### src/rtl/trdb_pkg.sv
// Shared types and constants for the trace debugger multi-source blocks.
// Header fields apply only when TRDB_ARB_HEADER_EN is defined.
package trdb_pkg;

   typedef enum logic [1:0] {
      IDLE   = 2'd0,
      HEADER = 2'd1,
      LOCKED = 2'd2
   } arb_state_e;

   localparam logic [7:0] TRDB_ARB_HDR_MAGIC = 8'hA5;

   // Header word layout: magic in the top byte, source id and sequence number at the bottom
   localparam int unsigned TRDB_ARB_HDR_FIELD_W  = 8;
   localparam int unsigned TRDB_ARB_HDR_SRC_LSB  = 8;
   localparam int unsigned TRDB_ARB_HDR_SEQ_LSB  = 0;

endpackage

### src/rtl/trdb_rr_select.sv
// Combinational round-robin picker: first set request at or after ptr, wrapping modulo N.
module trdb_rr_select #(
   parameter int unsigned N     = 4,
   parameter int unsigned IDX_W = (N > 1) ? $clog2(N) : 1
) (
   input  logic [N-1:0]     req,
   input  logic [IDX_W-1:0] ptr,
   output logic [N-1:0]     winner_c,
   output logic [IDX_W-1:0] winner_idx_c,
   output logic             found_c
);

   always_comb begin : pick
      int unsigned cand;
      cand         = 0;
      winner_c     = '0;
      winner_idx_c = '0;
      found_c      = 1'b0;
      for (int unsigned k = 0; k < N; k++) begin
         cand = 32'(ptr) + k;
         if (cand >= N) cand = cand - N;
         if (!found_c && req[IDX_W'(cand)]) begin
            found_c            = 1'b1;
            winner_c[IDX_W'(cand)] = 1'b1;
            winner_idx_c       = IDX_W'(cand);
         end
      end
   end

endmodule

### src/rtl/trdb_word_arbiter.sv
// Packet-granular round-robin arbiter sharing one registered trace word port.
// Optional TRDB_ARB_HEADER_EN prefixes every packet with a source/sequence header word.
module trdb_word_arbiter
   import trdb_pkg::*;
#(
   parameter int unsigned NUM_SRC = 4,
   parameter int unsigned XLEN    = 32,
   parameter int unsigned CNT_W   = 16,
   localparam int unsigned SRC_W  = (NUM_SRC > 1) ? $clog2(NUM_SRC) : 1
) (
   input  logic                    clk_i,
   input  logic                    rst_i,
   input  logic [NUM_SRC*XLEN-1:0] src_word_i,
   input  logic [NUM_SRC-1:0]      src_valid_i,
   input  logic [NUM_SRC-1:0]      src_last_i,
   output logic [NUM_SRC-1:0]      src_grant_o,
   output logic [XLEN-1:0]         word_o,
   output logic                    word_valid_o,
   output logic                    word_last_o,
   output logic [SRC_W-1:0]        word_src_o,
   input  logic                    word_ready_i,
   output logic [CNT_W-1:0]        pkt_cnt_o
);

   arb_state_e         state_q, state_d;
   logic [SRC_W-1:0]   rr_ptr_q, rr_ptr_d;
   logic [SRC_W-1:0]   owner_q, owner_d;

   logic [XLEN-1:0]    words [NUM_SRC];
   logic [NUM_SRC-1:0] rr_onehot;
   logic [SRC_W-1:0]   rr_idx;
   logic               rr_found;

   logic               out_free;
   logic [SRC_W-1:0]   sel_idx;
   logic [NUM_SRC-1:0] sel_onehot;
   logic [XLEN-1:0]    sel_word;
   logic               sel_last;

   logic               grant_en;
   logic               load_valid;
   logic [XLEN-1:0]    load_word;
   logic               load_last;
   logic [SRC_W-1:0]   load_src;

   for (genvar g = 0; g < NUM_SRC; g++) begin : g_words
      assign words[g] = src_word_i[g*XLEN +: XLEN];
   end

   trdb_rr_select #(
      .N     (NUM_SRC),
      .IDX_W (SRC_W)
   ) u_rr_select (
      .req          (src_valid_i),
      .ptr          (rr_ptr_q),
      .winner_c     (rr_onehot),
      .winner_idx_c (rr_idx),
      .found_c      (rr_found)
   );

   function automatic logic [SRC_W-1:0] next_ptr(input logic [SRC_W-1:0] idx);
      if (32'(idx) >= NUM_SRC - 1) return '0;
      return SRC_W'(idx + SRC_W'(1));
   endfunction

   assign out_free   = !word_valid_o || word_ready_i;
   assign sel_idx    = (state_q == LOCKED) ? owner_q : rr_idx;
   assign sel_onehot = (state_q == LOCKED) ? (NUM_SRC'(1) << owner_q) : rr_onehot;
   assign sel_word   = words[sel_idx];
   assign sel_last   = src_last_i[sel_idx];

   assign src_grant_o = grant_en ? sel_onehot : '0;

`ifdef TRDB_ARB_HEADER_EN
   logic [7:0]      seq_q [NUM_SRC];
   logic [XLEN-1:0] hdr_word;
   logic            hdr_load;

   always_comb begin
      hdr_word = '0;
      hdr_word[XLEN-1 -: TRDB_ARB_HDR_FIELD_W] = TRDB_ARB_HDR_MAGIC;
      hdr_word[TRDB_ARB_HDR_SRC_LSB +: TRDB_ARB_HDR_FIELD_W] = 8'(rr_idx);
      hdr_word[TRDB_ARB_HDR_SEQ_LSB +: TRDB_ARB_HDR_FIELD_W] = seq_q[rr_idx];
   end

   // Per-source sequence numbers advance each time that source's header is emitted
   always_ff @(posedge clk_i) begin
      if (rst_i) begin
         for (int unsigned s = 0; s < NUM_SRC; s++) seq_q[s] <= '0;
      end else if (hdr_load) begin
         seq_q[rr_idx] <= seq_q[rr_idx] + 8'd1;
      end
   end
`endif

   always_comb begin
      state_d    = state_q;
      rr_ptr_d   = rr_ptr_q;
      owner_d    = owner_q;
      grant_en   = 1'b0;
      load_valid = 1'b0;
      load_word  = sel_word;
      load_last  = sel_last;
      load_src   = sel_idx;
`ifdef TRDB_ARB_HEADER_EN
      hdr_load   = 1'b0;
`endif
      case (state_q)
         IDLE: begin
            if (rr_found && out_free) begin
               load_valid = 1'b1;
`ifdef TRDB_ARB_HEADER_EN
               // Packet start is replaced by its header; the source waits one word
               hdr_load  = 1'b1;
               load_word = hdr_word;
               load_last = 1'b0;
               state_d   = LOCKED;
               owner_d   = rr_idx;
`else
               grant_en = 1'b1;
               if (sel_last) begin
                  rr_ptr_d = next_ptr(rr_idx);
               end else begin
                  state_d = LOCKED;
                  owner_d = rr_idx;
               end
`endif
            end
         end
         LOCKED: begin
            // Lock is held indefinitely while the owner is silent
            if (src_valid_i[owner_q] && out_free) begin
               grant_en   = 1'b1;
               load_valid = 1'b1;
               if (sel_last) begin
                  state_d  = IDLE;
                  rr_ptr_d = next_ptr(owner_q);
               end
            end
         end
         default: state_d = IDLE;
      endcase
   end

   always_ff @(posedge clk_i) begin
      if (rst_i) begin
         state_q      <= IDLE;
         rr_ptr_q     <= '0;
         owner_q      <= '0;
         word_o       <= '0;
         word_valid_o <= 1'b0;
         word_last_o  <= 1'b0;
         word_src_o   <= '0;
         pkt_cnt_o    <= '0;
      end else begin
         state_q  <= state_d;
         rr_ptr_q <= rr_ptr_d;
         owner_q  <= owner_d;
         if (out_free) begin
            word_valid_o <= load_valid;
            if (load_valid) begin
               word_o      <= load_word;
               word_last_o <= load_last;
               word_src_o  <= load_src;
            end
         end
         if (word_valid_o && word_ready_i && word_last_o) begin
            pkt_cnt_o <= pkt_cnt_o + CNT_W'(1);
         end
      end
   end

endmodule

### config.mk
export PLATFORM = sky130hd
export DESIGN_NAME = trdb_word_arbiter
export DESIGN_NICKNAME = d
export VERILOG_FILES = /design/src/rtl/trdb_pkg.sv /design/src/rtl/trdb_rr_select.sv /design/src/rtl/trdb_word_arbiter.sv
export SDC_FILE = /design/constraint.sdc
export NUM_CORES = 1
export LEC_CHECK = 0
export ABC_AREA = 1
export BUFFER_PORTS_ARGS = -buffer_cell sky130_fd_sc_hd__buf_2
export CAP_MARGIN = 20
export CORE_UTILIZATION = 44
export DETAILED_ROUTE_END_ITERATION = 10
export PLACE_DENSITY = 0.77
export SYNTH_ARGS = -nofsm -noshare
export SYNTH_HDL_FRONTEND = slang
export SYNTH_SLANG_ARGS = --single-unit
### constraint.sdc
create_clock -name clk_i -period 2.85 [get_ports clk_i]
set_input_delay 0 -clock clk_i [delete_from_list [all_inputs] [get_ports clk_i]]
set_output_delay 0 -clock clk_i [all_outputs]
set_load 0.005 [all_outputs]
==> flow_summary.json <==
{
  "synth_cell_types": 34,
  "cp_cell_sequence": "inv_6 -> ha_4 -> inv_1 -> nand2_1 -> nand2_2 -> nor2_4 -> nand3_4 -> nand3_4 -> nand2_4 -> buf_4 -> nand3_1 -> nand3_1 -> and2_1 -> ha_1 -> nor2_2 -> nand2_2 -> nand2_1 -> nand2_1 -> a21oi_2",
  "h-tree-depth": 3,
  "io_pins": 195,
  "hold_ws_ns": 0.0175,
  "grt_pass1_vias": 4685,
  "coreArea_um2": 10300,
  "worst_slew_pin_slew_ns": 0.530,
  "drt-total-wl_mm": 13.4,
  "leakagePower_nw": 3.70,
  "place_area_um2": 5680,
  "insertion_delay_ns": 0.34,
  "worstPathArrival_ns": 2.92,
  "num_vias": 5425,
  "slew_headroom": 0.646,
  "path_max_fanout": 12,
  "yosysWarnings": 0,
  "drc_errors": 0,
  "netlist_instances": 810,
  "holdCritPathClass": "primary input to flop",
  "cts_buffer_depth": 2,
  "finalInstanceArea_um2": 6010,
  "cts_tree": "yes",
  "ys_seq_area_frac": 0.245,
  "grt_pass1_wl_mm": 21.9,
  "dpl.hpwl_mm": 9.90,
  "clk_pin_slew_ns": 0.07,
  "synthArstFlopShare": 0,
  "drt-initial-drc-count": 335,
  "outcome": "finished clean",
  "die_h_um": 105,
  "num_rows": 37,
  "initial_core_util": 0.453,
  "ant_nets": 0,
  "p_per_area_nw_per_um2": 1080,
  "insertedDiodeCount": 0,
  "critPathMaxStageDelay_ns": 0.37,
  "cap_violations": 0,
  "root_buffer": "clkbuf_8",
  "clock.fmax_mhz": 378,
  "track_usage": 0.247,
  "end_kind": "flop",
  "antenna_found_initial": 0,
  "vias_per_cell": 4.78,
  "setup_viol": 0,
  "wl_per_cell_um": 11.8,
  "cp_slowest_cell": "dfxtp_4",
  "final_cell_mix": "194 x buf_2, 186 x inv_1, 172 x nand3_1, 142 x nand2_1, 97 x nor2_1",
  "final_max_slew_viol_count": 0,
  "synth_edf_count": 0,
  "fin_crit_sh": 0.928,
  "period_needed_ns": 2.64,
  "hold_violations": 0,
  "clock-sinks": 57,
  "drive_above_1_share": 0.263,
  "io_buffer_count": 194,
  "layout_commonest_cell": "buf_2",
  "fin_nets": 1149,
  "grt-ovfl-total": 0,
  "cpMostUsedCell": "nand2_1",
  "first_pass_iters": 5,
  "yosys_most_used_dff": "dfxtp_1",
  "fin_tns_setup_ns": 0,
  "fp.dieW_um": 105,
  "grt_max_degree": 52,
  "rsz0062_at_grt": "no",
  "gp_congestion": 0.924,
  "syn_nets": 964,
  "vdd.ir_drop.worst_mv": 0.665,
  "num-fill-cells": 1094,
  "critPathKind": "flop to flop",
  "syn_to_final_growth_pct": 29.0,
  "syn_area_um2": 4660,
  "cts_made_buffers": 9,
  "cp.required_ns": 3.12,
  "fin_skew_ns": 0.0151,
  "syn_area_per_cell_um2": 5.75,
  "start_kind": "flop",
  "synth_seq_cells": 57,
  "dieArea_um2": 11000
}
per-stage QoR:
step	setup slack, ns	util	power (W)	cells
2_1_floorplan	0.0621	-	0.00458	810
3_3_place_gp	0.215	0.553	0.00544	1113
3_5_place_dp	0.179	0.553	0.00546	1113
4_1_cts	0.163	0.575	0.00632	1130
5_1_grt	0.00164	0.585	0.00720	1136
6_report	0.206	0.585	0.00649	1136
logic make-up after synthesis:
logic type | count (synthesis) | synth area share
compound gates | 54 | 0.0647
xor+xnor | 2 | 0.00376
fa+ha+maj | 15 | 0.0403
buf+inv | 232 | 0.211
flops | 57 | 0.245
simple gates | 450 | 0.435
Yosys cell counts (4+ instances only):
library cell,instances,area share
nand3_1,172,0.18
ha_1,15,0.040
dfxtp_1,57,0.24
clkbuf_1,12,0.0097
nand4_1,4,0.0054
buf_2,13,0.014
inv_1,186,0.15
nand2_2,8,0.011
o21ai_0,17,0.018
buf_6,12,0.029
a21oi_1,24,0.026
nand3_2,6,0.013
nor2_1,98,0.079
nor3_1,10,0.011
nand2_1,144,0.12
buf_1,5,0.0040
report_power, final:
| group | leakage [nW] | switching [W] | internal, W |
|---|---|---|---|
| sequential | 0.471 | 0.000153 | 0.00104 |
| clock | 0.109 | 0.000350 | 0.000491 |
| combinational | 3.12 | 0.00280 | 0.00165 |
critical path, delay by kind of cell, from the launching register on:
kind                     cells  cell delay, ns
AND/OR/NAND/NOR             13            1.29
adder cells (fa/ha/maj)      2            0.49
flip-flops                   1            0.37
buffers and inverters        3            0.26
AO/OA/AOI/OAI                1            0.14
state kept, by name, summed over array words and instances, names as in the netlist:
signal,cells
state_q,1
pkt_cnt_o,16
owner_q,2
word_src_o,2
word_o,32
word_valid_o,1
word_last_o,1
rr_ptr_q,2
final timing paths:
kind                  start       endpoint  slack, ns  depth (start not counted)
max             rr_ptr_q[0]    rr_ptr_q[1]       0.21                         19
min          src_word_i[67]      word_o[3]       0.02                          5
max reg2reg     rr_ptr_q[0]    rr_ptr_q[1]       0.21                         19
min reg2reg   pkt_cnt_o[15]  pkt_cnt_o[15]       0.47                          2
repair_timing:
action / in CTS / in global routing
endpoints found under the hold margin: 1 / 0
hold buffers: 1 / 0
buffers inserted: 0 / 6
endpoints found under the setup margin: 0 / 6
resized for setup: 0 / 14
routing by layer:
metal / GRT usage / vias up / part of all wire
met3: 0.0574 / 20 / 0.076
met2: 0.404 / 196 / 0.46
met1: 0.316 / 2366 / 0.45
met4: 0.0875 / 0 / 0.018
met5: 0 / - / 0
li1: - / 2843 / -
final cells by class:
| cell class | instances | area, µm² | area share |
|---|---|---|---|
| Multi-Input combinational cell | 521 | 2610 | 0.434 |
| Inverter | 190 | 718 | 0.119 |
| Clock inverter | 7 | 95.1 | 0.0158 |
| Tap cell | 136 | 170 | 0.0283 |
| Clock buffer | 9 | 124 | 0.0206 |
| Sequential cell | 57 | 1140 | 0.190 |
| Timing Repair Buffer | 216 | 1150 | 0.192 |
No activity file was read; power rests on OpenSTA's default activity.
